--- config.mk ---
export PLATFORM = sky130hd
export DESIGN_NAME = fpu
export DESIGN_NICKNAME = d
export VERILOG_FILES = /design/src/rtl/fpu.sv
export SDC_FILE = /design/constraint.sdc
export NUM_CORES = 1
export LEC_CHECK = 0
export ABC_CLOCK_PERIOD_IN_PS = 10810
export CAP_MARGIN = 30
export CORE_UTILIZATION = 40
export CTS_CLUSTER_DIAMETER = 80
export DETAILED_ROUTE_END_ITERATION = 6
export MAX_ROUTING_LAYER = met4
export PLACE_DENSITY = 0.57
export SLEW_MARGIN = 0
export SYNTH_ARGS = -nofsm -noshare
export SYNTH_HDL_FRONTEND = slang
export SYNTH_SLANG_ARGS = --single-unit
--- constraint.sdc ---
create_clock -name clock100KHz -period 10.81 [get_ports clock100KHz]
set_input_delay 2.7025 -clock clock100KHz [delete_from_list [all_inputs] [get_ports clock100KHz]]
set_output_delay 2.7025 -clock clock100KHz [all_outputs]
set_load 0.02 [all_outputs]
--- src/rtl/fpu.sv ---
// fpu: sequential floating-point adder, 1/6/25 format (sign, exponent bias 31, mantissa).
// Free-running LOAD->ALIGN->ADD->NORM->ROUND->WRITE loop; results and status held between WRITEs.
// Build option: define FPU_ROUND_NEAREST_EN for round-to-nearest-even, otherwise truncation.
module fpu (
    input  logic        clock100KHz,
    input  logic        reset,
    input  logic [31:0] op_A_in,
    input  logic [31:0] op_B_in,
    output logic [31:0] data_out,
    output logic [3:0]  status_out
);
    localparam int unsigned EXP_W     = 6;
    localparam int unsigned MAN_W     = 25;
    localparam int unsigned SIG_W     = MAN_W + 1;      // hidden bit + mantissa
    localparam int unsigned WRK_W     = SIG_W + 4;      // carry + significand + G/R/S
    localparam int unsigned SHF_W     = SIG_W + 28;     // significand + 28 shifted-out bits
    localparam int unsigned MAX_SHIFT = 28;

    typedef enum logic [2:0] {LOAD, ALIGN, ADD, NORM, ROUND, WRITE} state_t;
    state_t state, state_next;

    logic                    sign_a, sign_b, sign_big, sign_small;
    logic [EXP_W-1:0]        exp_a, exp_b;
    logic [SIG_W-1:0]        sig_a, sig_b, sig_big, sig_small;
    logic [2:0]              grs_small;
    logic signed [7:0]       exp_res;
    logic [WRK_W-1:0]        work;
    logic                    zero_res;
    logic                    inexact;

    logic                    a_is_big_c;
    logic [EXP_W-1:0]        exp_diff_c;
    logic [SIG_W-1:0]        sig_small_pre_c;
    logic [SHF_W-1:0]        shifted_c;
    logic [WRK_W-1:0]        big_ext_c, small_ext_c, sum_c;
    logic                    round_up_c;
    logic [SIG_W:0]          rounded_c;
    logic [31:0]             result_c;
    logic [3:0]              status_c;

    // Magnitude compare and alignment shift of the smaller operand
    always_comb begin
        a_is_big_c      = ({exp_a, sig_a} >= {exp_b, sig_b});
        exp_diff_c      = a_is_big_c ? (exp_a - exp_b) : (exp_b - exp_a);
        sig_small_pre_c = a_is_big_c ? sig_b : sig_a;
        shifted_c       = {sig_small_pre_c, 28'd0} >> exp_diff_c;
    end

    // Significand add/subtract including the guard/round/sticky bits
    always_comb begin
        big_ext_c   = {1'b0, sig_big, 3'b000};
        small_ext_c = {1'b0, sig_small, grs_small};
        sum_c       = (sign_big == sign_small) ? (big_ext_c + small_ext_c)
                                               : (big_ext_c - small_ext_c);
    end

    // Rounding increment from G/R/S and the significand LSB
    always_comb begin
`ifdef FPU_ROUND_NEAREST_EN
        round_up_c = work[2] & (work[1] | work[0] | work[3]);
`else
        round_up_c = 1'b0;
`endif
        rounded_c = {1'b0, work[WRK_W-2:3]} + (SIG_W+1)'(round_up_c);
    end

    // Result packing and one-hot status classification
    always_comb begin
        result_c = '0;
        status_c = 4'b0001;
        if (zero_res) begin
            result_c = '0;
            status_c = 4'b0001;
        end else if (exp_res > 8'sd62) begin
            result_c = {sign_big, 6'd63, 25'd0};
            status_c = 4'b0010;
        end else if (exp_res < 8'sd1) begin
            result_c = '0;
            status_c = 4'b0100;
        end else begin
            result_c = {sign_big, exp_res[EXP_W-1:0], work[WRK_W-3:3]};
            status_c = inexact ? 4'b1000 : 4'b0001;
        end
    end

    // State register
    always_ff @(posedge clock100KHz) begin
        if (reset) state <= LOAD;
        else       state <= state_next;
    end

    // Next-state logic
    always_comb begin
        state_next = state;
        case (state)
            LOAD:    state_next = ALIGN;
            ALIGN:   state_next = ADD;
            ADD:     state_next = (sum_c == '0) ? ROUND : NORM;
            NORM:    if (work[WRK_W-1] || work[WRK_W-2]) state_next = ROUND;
            ROUND:   state_next = WRITE;
            WRITE:   state_next = LOAD;
            default: state_next = LOAD;
        endcase
    end

    // Datapath registers and output registers, advanced per state
    always_ff @(posedge clock100KHz) begin
        if (reset) begin
            data_out   <= '0;
            status_out <= '0;
        end else begin
            case (state)
                LOAD: begin
                    sign_a <= op_A_in[31];
                    exp_a  <= op_A_in[30:25];
                    sig_a  <= (op_A_in[30:25] == '0) ? '0 : {1'b1, op_A_in[24:0]};
                    sign_b <= op_B_in[31];
                    exp_b  <= op_B_in[30:25];
                    sig_b  <= (op_B_in[30:25] == '0) ? '0 : {1'b1, op_B_in[24:0]};
                end
                ALIGN: begin
                    sign_big   <= a_is_big_c ? sign_a : sign_b;
                    sign_small <= a_is_big_c ? sign_b : sign_a;
                    sig_big    <= a_is_big_c ? sig_a : sig_b;
                    exp_res    <= 8'(a_is_big_c ? exp_a : exp_b);
                    if (exp_diff_c > EXP_W'(MAX_SHIFT)) begin
                        sig_small <= '0;
                        grs_small <= {2'b00, |sig_small_pre_c};
                    end else begin
                        sig_small <= shifted_c[SHF_W-1:28];
                        grs_small <= {shifted_c[27], shifted_c[26], |shifted_c[25:0]};
                    end
                end
                ADD: begin
                    work     <= sum_c;
                    zero_res <= (sum_c == '0);
                end
                NORM: begin
                    if (work[WRK_W-1]) begin
                        work    <= {1'b0, work[WRK_W-1:2], work[1] | work[0]};
                        exp_res <= exp_res + 8'sd1;
                    end else if (!work[WRK_W-2]) begin
                        work    <= {work[WRK_W-2:0], 1'b0};
                        exp_res <= exp_res - 8'sd1;
                    end
                end
                ROUND: begin
                    inexact <= |work[2:0];
                    if (rounded_c[SIG_W]) begin
                        work[WRK_W-2:3] <= rounded_c[SIG_W:1];
                        exp_res         <= exp_res + 8'sd1;
                    end else begin
                        work[WRK_W-2:3] <= rounded_c[SIG_W-1:0];
                    end
                end
                WRITE: begin
                    data_out   <= result_c;
                    status_out <= status_c;
                end
                default: ;
            endcase
        end
    end
endmodule

==> reports/metrics.cfg <==
[run_status]
status=finished clean

[cts]
cts_hold_buf=0
post-cts-setup-buffer-count=0
cts_resized=0
numCtsBuffers=23
cts_htree_levels=1
clkSlewWorstSetupHoldPaths_ns=0.06
cts_tree=built
cts_buffer_depth=3
insertion_delay_ns=0.54
clockRootBuffer=clkbuf_16
cts.sinks=202

[finish]
fillCellCount=3358
fin_nets=1710
regArea_um2=5675
diodes=0
drive_above_1_share_pct=9.527
synthToLayoutAreaGrowth_pct=14.70
multi_input_area_um2=7919

[route]
first_iter_violations=660
wl_per_cell_um=18.88
vias=11365
wl_um=38120
drc=0
drtPass1Iterations=5
vias_per_cell=5.629
antenna_left=0

[power]
switching_share_pct=46.47
internal_power_mw=2.739
clkPwrFrac_pct=14.1
comb_power_share_pct=60.2
power_density_nw_per_um2=312.2
p_leak_nw=6.183
switching_power_mw=2.378
ir_worst_vdd_v=0.0001374
p_total_mw=5.116
p_seq_share_pct=25.7

[setup_path]
path_class=flop to flop
path_delay_family=compound AO/OA/AOI/OAI gates
crit_path_start_kind=flop
crit_cells=15
cp_slowest_stage_delay_ns=0.84
slowest_stage=o21ai_4
arrival_ns=6.26
required_ns=11.08
reg2regPathDepth=15
path_max_fanout=57
crit_buf_inv=1
end_kind=flop
path_cells=ha_1 > a21oi_1 > o21ai_0 > a211oi_1 > o31ai_1 > o21ai_4 > buf_4 > a21bo_2 > nand2_1 > mux2i_1 > and3_1 > o2111ai_1 > a2111oi_2 > o21ai_1 > o2bb2ai_1

[placed_design]
place_ws_ns=4.993
numPortBuffers=101
hpwl_um=29240
gp_congestion=0.9380

[global_routing]
antenna_found_initial=0
grt_max_degree=67
gr-usage-all-layers_pct=21.64
grt_pass1_wl_um=60630
grt_pass1_vias=10958
grt_overflow=0

[sta]
max-slew-margin-rel_pct=33.64
skew_ns=0.02691
fmax_mhz=167.0
setup_violations=0
min_period_ns=5.986
whs_ns=0.4492
timing.final.crit_share_pct=55.38
rsz0062_at_grt=no
postLayoutSetupSlackWorst_ns=4.824
fin_tns_setup_ns=0
finalMaxSlewViolations=0
worstMarginPinSlew_ns=0.9916
finalHoldViolCount=0

[floorplanning]
coreArea_um2=34880
die_x_um=191.0
io_pins=102
die_h_um=191.0
start_util_pct=40.96
dieArea_um2=36480
rows=68

[yosys]
synth_area_per_cell_um2=9.641
ys_seq_elements=202
synth_nets=1645
async_reset_ff_share_pct=0
ys_types=89
netlist_area_um2=14290
yosysSeqAreaShare_pct=39.72
yosys_warnings=0
synth_enable_flop_cells=163
synthFlopType=edfxtp_1
syn_inst=1482

[job]
drv_cap=0

[worst_hold_path]
hp-class=flop to flop
min_path_cells=2

[final timing paths]
check / startpoint / to / slack (ns)
worst min-delay path: data_out[27] / data_out[27] / 0.45
worst max-delay path: sig_a[21] / grs_small[0] / 4.82
worst min register to register: data_out[27] / data_out[27] / 0.45
worst max register to register: sig_a[21] / grs_small[0] / 4.82
[worst reg2reg max path: stages, from the launching register on]
cell       delay, ns
edfxtp_1        0.47
ha_1            0.35
a21oi_1         0.16
o21ai_0         0.15
a211oi_1        0.52
o31ai_1         0.25
o21ai_4         0.84
buf_4           0.70
a21bo_2         0.35
nand2_1         0.50
mux2i_1         0.45
and3_1          0.22
o2111ai_1       0.13
a2111oi_2       0.37
o21ai_1         0.12
o2bb2ai_1       0.14
[power by group through the flow]
stage | Clock [mW] | Combinational [mW] | Sequential (mW)
floorplan | 0 | 2.29 | 1.28
global placement | 0 | 3.03 | 1.32
detailed placement | 0 | 3.05 | 1.33
CTS | 0.743 | 3.06 | 1.32
global route | 0.770 | 3.38 | 1.34
finish | 0.722 | 3.08 | 1.32
[cell type report]
cell class / count / share of cell area (%)
Clock buffer: 33 / 3.871
Clock inverter: 9 / 0.3054
Inverter: 100 / 2.290
Multi-Input combinational cell: 1101 / 48.32
Sequential cell: 202 / 34.63
Tap cell: 455 / 3.474
Timing Repair Buffer: 119 / 7.108
[synth_stat cells (all sizes together), types with 14 or more instances]
master | n | area [um2]
edfxtp | 163 | 4895
nor2 | 151 | 569.3
nand2 | 113 | 426.7
a21oi | 103 | 519.3
inv | 100 | 375.4
ha | 94 | 1176
o21ai | 72 | 371.6
and2 | 59 | 369.1
clkbuf | 48 | 180.2
dfxtp | 39 | 780.8
mux2 | 39 | 439.2
nor3 | 36 | 185.2
mux2i | 33 | 330.3
a22oi | 32 | 245.2
buf | 31 | 178.9
nor4 | 29 | 187.7
mux4 | 26 | 585.6
nand3 | 25 | 125.1
xnor2 | 25 | 226.5
a211oi | 21 | 162.6
a221oi | 21 | 190.2
nor2b | 19 | 118.9
a21o | 17 | 127.6
a31oi | 14 | 87.58
[through the flow]
stage / cell area (um2) / cells / utilization (%)
floorplan: 14290 / 1482 / -
global placement: 15660 / 1974 / 44.90
detailed placement: 15700 / 1977 / 45.02
CTS: 16390 / 2019 / 46.98
global route: 16390 / 2019 / 46.98
finish: 16390 / 2019 / 46.98
[flip-flops by register name (all words and copies together) (netlist names), 3 cells and up]
register and cells:
data_out 32, work 30, sig_a 26, sig_b 26
sig_big 26, sig_small 26, exp_res 8, exp_a 6
exp_b 6, status_out 4, grs_small 3, state 3
[placed cells by master (no fill, tap or decap), types with 9 or more instances in the layout]
cell	n
edfxtp_1	163
nor2_1	149
nand2_1	112
a21oi_1	101
clkdlybuf4s50_1	101
inv_1	98
ha_1	94
o21ai_0	65
and2_1	58
mux2_2	39
dfxtp_1	39
nor3_1	34
mux2i_1	33
a22oi_1	31
nor4_1	27
mux4_2	26
nand3_1	25
clkbuf_16	24
xnor2_1	22
a211oi_1	20
a221oi_1	20
nor2b_1	19
a21o_1	17
buf_4	15
a31oi_1	14
nand4_1	13
o21bai_1	12
xor2_1	12
nand2b_1	11
a32oi_1	11
o21a_1	9
clkbuf_1	9
[kinds of logic (layout without fill, tap and decap cells)]
| group | after synthesis | count (layout) | synth area share, % |
|---|---|---|---|
| AO/OA/AOI/OAI | 369 | 369 | 17.37 |
| XOR/XNOR | 38 | 38 | 2.382 |
| adder cells (fa/ha/maj) | 97 | 97 | 8.652 |
| buffers and inverters | 179 | 261 | 5.141 |
| flip-flops | 202 | 202 | 39.72 |
| multiplexers | 98 | 98 | 9.484 |
| AND/OR/NAND/NOR | 499 | 499 | 17.24 |
[per-layer routing]
metal	vias to the layer above	wire, um	track usage [%]
li1	5610	-	-
met1	5404	17530	28.34
met2	283	17530	34.36
met3	68	1473	2.185
met4	0	1578	8.492
met5	-	0	-
(Power assumes the default switching activity.)
